**config.mk**
```make
export PLATFORM = sky130hd
export DESIGN_NAME = dom_and_pipe
export DESIGN_NICKNAME = d
export VERILOG_FILES = /design/src/rtl/dom_and_pipe.sv
export SDC_FILE = /design/constraint.sdc
export NUM_CORES = 1
export LEC_CHECK = 0
export ABC_AREA = 1
export CAP_MARGIN = 20
export CORE_ASPECT_RATIO = 1.25
export CORE_MARGIN = 1.5
export CORE_UTILIZATION = 44
export CTS_CLUSTER_DIAMETER = 30
export CTS_CLUSTER_SIZE = 40
export DETAILED_ROUTE_END_ITERATION = 8
export HOLD_SLACK_MARGIN = 0.12
export PLACE_DENSITY = 0.78
export SLEW_MARGIN = 20
export SYNTH_ARGS = -nofsm -noshare
export SYNTH_HDL_FRONTEND = slang
export SYNTH_SLANG_ARGS = --single-unit
```
**constraint.sdc**
```tcl
create_clock -name clk_i -period 1.5 [get_ports clk_i]
set_clock_uncertainty 0.2 [all_clocks]
set_input_delay 0.3 -clock clk_i [delete_from_list [all_inputs] [get_ports clk_i]]
set_output_delay 0.3 -clock clk_i [all_outputs]
set_load 0.02 [all_outputs]
```
**src/rtl/dom_and_pipe.sv**
```systemverilog
// rtl/dom_and_pipe.sv - d-th order DOM AND gadget, one registered stage with valid/ready.
// Optional DOM_AND_PIPE_IDLE_CLEAR_EN: clear term registers on idle consume and gate q_o by valid_o.
module dom_and_pipe #(
    parameter int WIDTH = 8,
    parameter int ORDER = 1
) (
    input  logic                               clk_i,
    input  logic                               rst_ni,
    input  logic                               valid_i,
    output logic                               ready_o,
    input  logic [(ORDER+1)*WIDTH-1:0]         x_i,
    input  logic [(ORDER+1)*WIDTH-1:0]         y_i,
    input  logic [((ORDER+1)*ORDER/2)*WIDTH-1:0] z_i,
    output logic                               valid_o,
    input  logic                               ready_i,
    output logic [(ORDER+1)*WIDTH-1:0]         q_o
);
    localparam int N  = ORDER + 1;
    localparam int NR = N * (N - 1) / 2;

    if ((ORDER < 1) || (ORDER > 4)) begin : g_bad_order
        $error("dom_and_pipe: ORDER must be in 1..4");
    end

    // Row-major index of pair (i,j), i<j: (0,1),(0,2)..(0,N-1),(1,2)..
    function automatic int pair_idx(input int i, input int j);
        return i * N - (i * (i + 1)) / 2 + (j - i - 1);
    endfunction

    logic                    load;
    logic [N*WIDTH-1:0]      s_d, s_q;
    logic [NR*WIDTH-1:0]     c_lo_d, c_hi_d, c_lo_q, c_hi_q;
    logic [N*WIDTH-1:0]      q_raw;
    logic [WIDTH-1:0]        acc;

    assign ready_o = !valid_o || ready_i;
    assign load    = valid_i && ready_o;
    assign s_d     = x_i & y_i;

    // c_lo holds C_ij (i<j), c_hi holds C_ji; both use the pair's z word.
    always_comb begin
        c_lo_d = '0;
        c_hi_d = '0;
        for (int i = 0; i < N; i++) begin
            for (int j = i + 1; j < N; j++) begin
                c_lo_d[pair_idx(i, j)*WIDTH +: WIDTH] =
                    (x_i[i*WIDTH +: WIDTH] & y_i[j*WIDTH +: WIDTH]) ^ z_i[pair_idx(i, j)*WIDTH +: WIDTH];
                c_hi_d[pair_idx(i, j)*WIDTH +: WIDTH] =
                    (x_i[j*WIDTH +: WIDTH] & y_i[i*WIDTH +: WIDTH]) ^ z_i[pair_idx(i, j)*WIDTH +: WIDTH];
            end
        end
    end

    always_ff @(posedge clk_i or negedge rst_ni) begin
        if (!rst_ni) begin
            valid_o <= 1'b0;
            s_q     <= '0;
            c_lo_q  <= '0;
            c_hi_q  <= '0;
        end else if (load) begin
            valid_o <= 1'b1;
            s_q     <= s_d;
            c_lo_q  <= c_lo_d;
            c_hi_q  <= c_hi_d;
        end else if (valid_o && ready_i) begin
            valid_o <= 1'b0;
`ifdef DOM_AND_PIPE_IDLE_CLEAR_EN
            s_q     <= '0;
            c_lo_q  <= '0;
            c_hi_q  <= '0;
`endif
        end
    end

    // Share compression happens only after the registers.
    always_comb begin
        acc   = '0;
        q_raw = '0;
        for (int i = 0; i < N; i++) begin
            acc = s_q[i*WIDTH +: WIDTH];
            for (int j = 0; j < N; j++) begin
                if (j > i) begin
                    acc = acc ^ c_lo_q[pair_idx(i, j)*WIDTH +: WIDTH];
                end else if (j < i) begin
                    acc = acc ^ c_hi_q[pair_idx(j, i)*WIDTH +: WIDTH];
                end
            end
            q_raw[i*WIDTH +: WIDTH] = acc;
        end
    end

`ifdef DOM_AND_PIPE_IDLE_CLEAR_EN
    assign q_o = valid_o ? q_raw : '0;
`else
    assign q_o = q_raw;
`endif
endmodule

```
==> summary.md, run 1 <==
| Metric | Value |
|---|---|
| Final core occ | 0.671 |
| CTS tree | built |
| GPL Wtd Cong | roughly 0.75 |
| Clk Latency, worst-skew pair | around 0.27 ns |
| EDFF count, synth | 0 |
| Post-synth top flop | dfrtp_1 |
| Post-Route WL | 3680 um |
| Worst vdd ir | 0.000714 V |
| Die H | 73.0 um |
| Area Overhead vs Synth | 47.3% |
| Clk slew on worst S/H paths | approximately 0.070 ns |
| Cell taking the most area after synthesis | dfrtp_1 |
| Max-slew headroom | 0.880 |
| Top post-synthesis cells by area | dfrtp_1, nand2_1, xor2_1, nand3_1, o21ai_0 |
| Lkg Pwr | approximately 1.4 nW |
| I/O Pins | 62 |
| Core area | 0.00378 mm^2 |
| Nets@finish | 348 |
| Worst setup margin | -0.0367 ns |
| H-tree levels | 2 |
| Fmax | 651 MHz |
| Slew Viols, Final | 0 |
| Setup TNS | -0.0483 ns |
| Most common cell in the netlist | nand2_1 |
| Layout cells sized above 1 | 0.131 |
| GRT Residual Overflow | 0 |
| RSZ-0062 raised after global routing | yes |
| Root Buffer | clkbuf_8 |
| Synthesized flop and latch total | 33 |
| Post-Syn Area per Cell | between 7 and 8 um^2 |
| Vias per std cell | about 4.6 |
| Num CTS Buffers | 5 |
| Max-Cap Viols | 0 |
| Clk sinks | 33 |
| Fin crit share | 1.02 |
| Worst Tran Pin Value | 0.180 ns |
| Post-synthesis sequential area ratio | 0.479 |
| Clk buf depth | 2 |
| Die X-Extent | between 50 and 60 um |
| DPL Wire Length | about 2700 um |
| CP endpoint kind | primary output |
| Num rows | 25 |
| Outcome | finished with violations |
| Post-synth top cells | nand2_1, dfrtp_1, nand3_1, xor2_1, o21ai_0 |
| Ant. Diodes | 0 |
| I/O Buffers | 61 |
| Post-route ant nets | 0 |
| Worst path required time | 1.00 ns |
| Drt pass-1 iters | 4 |
| Async S/R FF share, synth | 1.00 |
| Synth Warn # | 0 |
| Post-route minimum period | 1.54 ns |
| Vias in the first global route | 1501 |
| Final Hold Viols | 0 |
| Startpoint Class | flip-flop |
| Synthesized net count | between 200 and 300 |
| Die Area | between 0.004 and 0.005 mm^2 |
| Initial Util | 0.456 |
| Worst hold path class | in2async |
| Total Routing Usage GR | 0.185 |
| Violated checks | setup timing |
| DR vias | around 1700 |
| Pin count of the biggest net entering global routing | 34 |
| Unique masters post-synth | 11 |
| First-pass GRT wire length | 6180 um |
| Initial DRC count | between 90 and 100 |
| Post-Syn Area | 0.00173 mm^2 |
| Fillers | about 340 |
| Setup Viol. Count Final | 3 |
| Arrival @ worst endpoint | between 1 and 1.5 ns |
| Synth Instances | 229 |
| Area share of the largest cell type after synthesis | 0.479 |
| CP max FO | 2 |
| Setup CP Type | reg2out |
| Per-cell routed wire length | about 10 um |
| Post-cts hold buffer count | 0 |
| Pwr dens | about 1000 mW/mm^2 |
| Drc violations | 0 |
| Initial antenna violation count | 0 |
-- layout by cell type (no fill, tap or decap) --
| master | instances |
|---|---|
| a21oi_4 | 1 |
| buf_12 | 4 |
| buf_2 | 1 |
| buf_4 | 25 |
| buf_6 | 1 |
| clkbuf_1 | 3 |
| clkbuf_8 | 5 |
| clkdlybuf4s50_1 | 42 |
| dfrtp_1 | 33 |
| dlymetal6s2s_1 | 1 |
| inv_1 | 9 |
| inv_2 | 1 |
| nand2_1 | 129 |
| nand2_2 | 2 |
| nand3_1 | 16 |
| o21ai_0 | 12 |
| o21ai_1 | 4 |
| xor2_1 | 16 |
-- metal layers --
layer | part of all wire | GRT usage
met4 | 0.010 | 0.0530
met1 | 0.42 | 0.228
met3 | 0.040 | 0.0532
met2 | 0.53 | 0.314
met5 | 0 | 0
-- sequential cells by signal, summed over array words and instances (netlist names) --
name	cells
s_q	16
valid_o	1
c_hi_q	8
c_lo_q	8
-- cell families after synthesis --
group,after synthesis,synth area share
AO/OA/AOI/OAI,17,0.0558
XOR/XNOR,16,0.0812
flip-flops,33,0.479
buffers and inverters,16,0.0500
AND/OR/NAND/NOR,147,0.334
-- layout make-up --
class | instances | area [um^2] | area share
Sequential cell | 33 | 826 | 0.325
Multi-Input combinational cell | 180 | 813 | 0.320
Timing Repair Buffer | 74 | 717 | 0.282
Clock buffer | 8 | 80.1 | 0.0315
Tap cell | 54 | 67.6 | 0.0266
Inverter | 10 | 37.5 | 0.0148
-- per-stage QoR --
step	setup slack, ns	hold slack, ns	total power (W)	cells	instance area (um^2)
after floorplan	0.0893	-0.196	0.00148	229	1730
after global placement	-0.451	0.283	0.00193	345	2460
after detailed placement	-0.475	0.285	0.00194	345	2460
after CTS	-0.0346	0.187	0.00250	353	2480
after global routing	-0.0705	0.201	0.00267	359	2540
final	-0.0367	0.177	0.00253	359	2540
-- power breakdown --
part / internal, W / switching [W] / total [W]
Sequential: 0.00100 / 0.0000767 / 0.00108
Combinational: 0.000414 / 0.000414 / 0.000827
Clock: 0.000329 / 0.000296 / 0.000625
Total: 0.00174 / 0.000786 / 0.00253
-- final timing paths --
kind,from,end,depth (start not counted),slack [ns]
min reg2reg,c_hi_q[2]$_DFFE_PN0P_,c_hi_q[2]$_DFFE_PN0P_,2,0.30
max in group asynchronous,rst_ni,valid_o$_DFFE_PN0P_,2,0.74
max reg2reg,valid_o$_DFFE_PN0P_,s_q[9]$_DFFE_PN0P_,6,0.14
max,s_q[15]$_DFFE_PN0P_,q_o[15],2,-0.04
min in group clk_i,ready_i,valid_o$_DFFE_PN0P_,5,0.22
min,rst_ni,s_q[6]$_DFFE_PN0P_,2,0.18
-- critical path, stage by stage (launching register included) --
cell and delay (ns):
dfrtp_1 0.39, xor2_1 0.20, buf_4 0.17
-- what timing repair did --
action	in CTS	in global routing
endpoints found under the setup margin	18	17
buffers inserted	0	6
pin swaps	6	8
gates resized for setup	84	8
Note: power is estimated with default switching activity, not from simulation.
==> inputs of run 2 (changes only) <==
- CELL_PAD_IN_SITES_DETAIL_PLACEMENT: not set -> 0
- CELL_PAD_IN_SITES_GLOBAL_PLACEMENT: not set -> 2
- CORE_UTILIZATION: 44 -> 24
==> run 2 against run 1 <==
Against the previous run:
- the flow still finishes with violations (setup timing)
- register-to-register slack gained 0.04 ns
- largest cell class unchanged
- utilization decreased by 29 points
- sequential share of layout area fell by 1.8 points
- design area is 6.0% higher
- largest power group unchanged
==> summary.md, run 2 (same netlist as run 1, synthesis figures left out) <==
| Metric | Value |
|---|---|
| Outcome | finished with violations |
| Violated checks | setup timing |
| Drc violations | 0 (unchanged) |
| Hold endpoint | valid_o$_DFFE_PN0P_ |
| Slew Viols, Final | 0 (unchanged) |
| Ant. Diodes | 0 (unchanged) |
| Largest register FFs | 16 (unchanged) |
| Initial antenna violation count | 0 (unchanged) |
| Num CTS Buffers | 5 (unchanged) |
| Vias per std cell | 4.12 (-11%) |
| Post-Route WL | 4020 um (+9.3%) |
| I/O Pins | 62 (unchanged) |
| Final core occ | 0.386 (-0.285) |
| Num rows | 34 (+36%) |
| Top Registers | s_q (16), c_hi_q (8), c_lo_q (8) |
| DR vias | 1677 (+1.1%) |
| Worst Tran Pin Value | 0.380 ns (+0.200 ns) |
| Clk buf depth | 2 (unchanged) |
| DPL Wire Length | 2980 um (+9.9%) |
| Fin crit share | 1.03 (+0.00142) |
| Worst setup margin | -0.0388 ns (-0.00213 ns) |
| CP max FO | 2 (unchanged) |
| Clk sinks | 33 (unchanged) |
| Setup CP Type | reg2out |
| Reg2Reg Depth | 6 (unchanged) |
| Worst path required time | 1.00 ns (about the same) |
| Max-slew headroom | 0.747 (-0.133) |
| First-pass GRT wire length | 6890 um (+11%) |
| Register name with the most flops | s_q |
| I/O Buffers | 61 (unchanged) |
| Wire length on met2 | 2040 um (+4.4%) |
| Min-delay src | ready_i |
| Layout cells sized above 1 | 0.170 (+0.0392) |
| Lkg Pwr | 1.43 nW (+5.3%) |
| Top layer in use | met4 |
| Post-route minimum period | 1.54 ns (+0.00213 ns) |
| Routed wire length on met3 | 184 um (+26%) |
| Most common cell after layout, fill and taps aside | nand2_1 |
| Pin count of the biggest net entering global routing | 28 (-18%) |
| Die Area | 0.00771 mm^2 (+79%) |
| Flop2flop setup slack | 0.18 ns (+0.04 ns) |
| H-tree levels | 2 (unchanged) |
| Initial Util | 0.247 (-0.209) |
| Nets@finish | 361 (+3.7%) |
| Total Routing Usage GR | 0.112 (-0.0732) |
| Area Overhead vs Synth | 56.1% |
| Most frequent cells in the layout | nand2_1, clkdlybuf4s50_1, buf_4 |
| Wire length on met1 | 1780 um (+16%) |
| Pwr dens | 974 mW/mm^2 (-2.2%) |
| Startpoint Class | flip-flop |
| Setup Viol. Count Final | 5 (+2) |
| Initial DRC count | 38 (-60%) |
| Fmax | 650 MHz (-0.14%) |
| Per-cell routed wire length | 9.87 um (-3.6%) |
| R2r startpoint | valid_o$_DFFE_PN0P_ |
| CP endpoint kind | primary output |
| Clk Latency, worst-skew pair | 0.28 ns (about the same) |
| Hold path cells | 5 |
| Die X-Extent | 78.8 um (+34%) |
| Core area | 0.00698 mm^2 (+84%) |
| GPL Wtd Cong | 0.728 (-2.7%) |
| RSZ-0062 raised after global routing | yes |
| Reg2Reg Capture Point | s_q[13]$_DFFE_PN0P_ |
| Final Hold Viols | 0 (unchanged) |
| DP Worst Slack | -0.467 ns (+0.00784 ns) |
| GRT Residual Overflow | 0 (unchanged) |
| CTS tree | built |
| Arrival @ worst endpoint | 1.04 ns (about the same) |
| Worst vdd ir | 0.000316 V (-56%) |
| Drt pass-1 iters | 4 (unchanged) |
| Worst hold path class | in2reg |
| Root Buffer | clkbuf_8 |
| Clk slew on worst S/H paths | 0.07 ns (about the same) |
| Max-Cap Viols | 0 (unchanged) |
| Die H | 97.8 um (+34%) |
| Vias in the first global route | 1602 (+6.7%) |
| Post-route ant nets | 0 (unchanged) |
-- run 2: changes by cell type in the layout (fill, tap and decap cells not counted) --
| cell | delta |
|---|---|
| clkdlybuf4s15_2 | +1 |
| clkdlybuf4s50_1 | -1 |
| buf_4 | +12 |
| dlygate4sd3_1 | +1 |
| clkbuf_8 | +1 |
| clkbuf_1 | -2 |
-- run 2: how the worst max path moves through the flow --
stage | startpoint | endpoint | slack, ns | cells after the start
2_1_floorplan | valid_o$_DFFE_PN0P_ | c_hi_q[0]$_DFFE_PN0P_ | 0.09 | 6
3_3_place_gp | ready_i | ready_o | -0.46 | 4
3_5_place_dp | ready_i | ready_o | -0.47 | 4
4_1_cts | c_lo_q[1]$_DFFE_PN0P_ | q_o[1] | -0.08 | 2
5_1_grt | s_q[15]$_DFFE_PN0P_ | q_o[15] | -0.09 | 2
6_report | s_q[15]$_DFFE_PN0P_ | q_o[15] | -0.04 | 2
-- run 2: worst max-delay path: stages (launching register included) --
cell and delay, ns:
dfrtp_1 0.39, xor2_1 0.20, buf_4 0.17
-- run 2: final cells by class --
class / instances / area, um^2
Multi-Input combinational cell: 180 / 813
Fill cell: 774 / 4280
Tap cell: 90 / 113
Clock buffer: 7 / 86.3
Inverter: 10 / 37.5
Timing Repair Buffer: 87 / 818
Sequential cell: 33 / 826
-- run 2: report_power, final --
| part | total (W) | leakage [nW] | internal (W) | switching (W) |
|---|---|---|---|---|
| Clock | 0.000662 | 0.0443 | 0.000364 | 0.000298 |
| Combinational | 0.000886 | 0.966 | 0.000459 | 0.000427 |
| Sequential | 0.00108 | 0.418 | 0.00100 | 0.0000760 |
| Total | 0.00262 | 1.43 | 0.00182 | 0.000801 |
-- run 2: per-layer routing --
layer | vias to the layer above | GRT usage
met1 | 752 | 0.137
li1 | 887 | -
met2 | 36 | 0.191
met3 | 2 | 0.0327
met5 | - | 0
met4 | 0 | 0.0324
-- run 2: what timing repair did --
| item | 4_1_cts | 5_1_grt |
|---|---|---|
| endpoints found under the hold margin | 33 | 0 |
| buffers inserted | 4 | 5 |
| endpoints found under the setup margin | 18 | 17 |
| hold buffers | 1 | 0 |
| pin swaps | 5 | 7 |
| gates resized for setup | 86 | 5 |
-- run 2: through the flow --
stage          hold slack (ns)  setup TNS [ns]  total power (W)  cell area, um^2  instances
2_1_floorplan           -0.196               0          0.00148             1730        229
3_3_place_gp            0.0384           -8.13          0.00199             2560        390
3_5_place_dp            0.0394           -8.66          0.00199             2560        390
4_1_cts                  0.278          -0.250          0.00265             2650        402
5_1_grt                  0.249          -0.753          0.00280             2690        407
6_report                 0.215         -0.0840          0.00262             2690        407
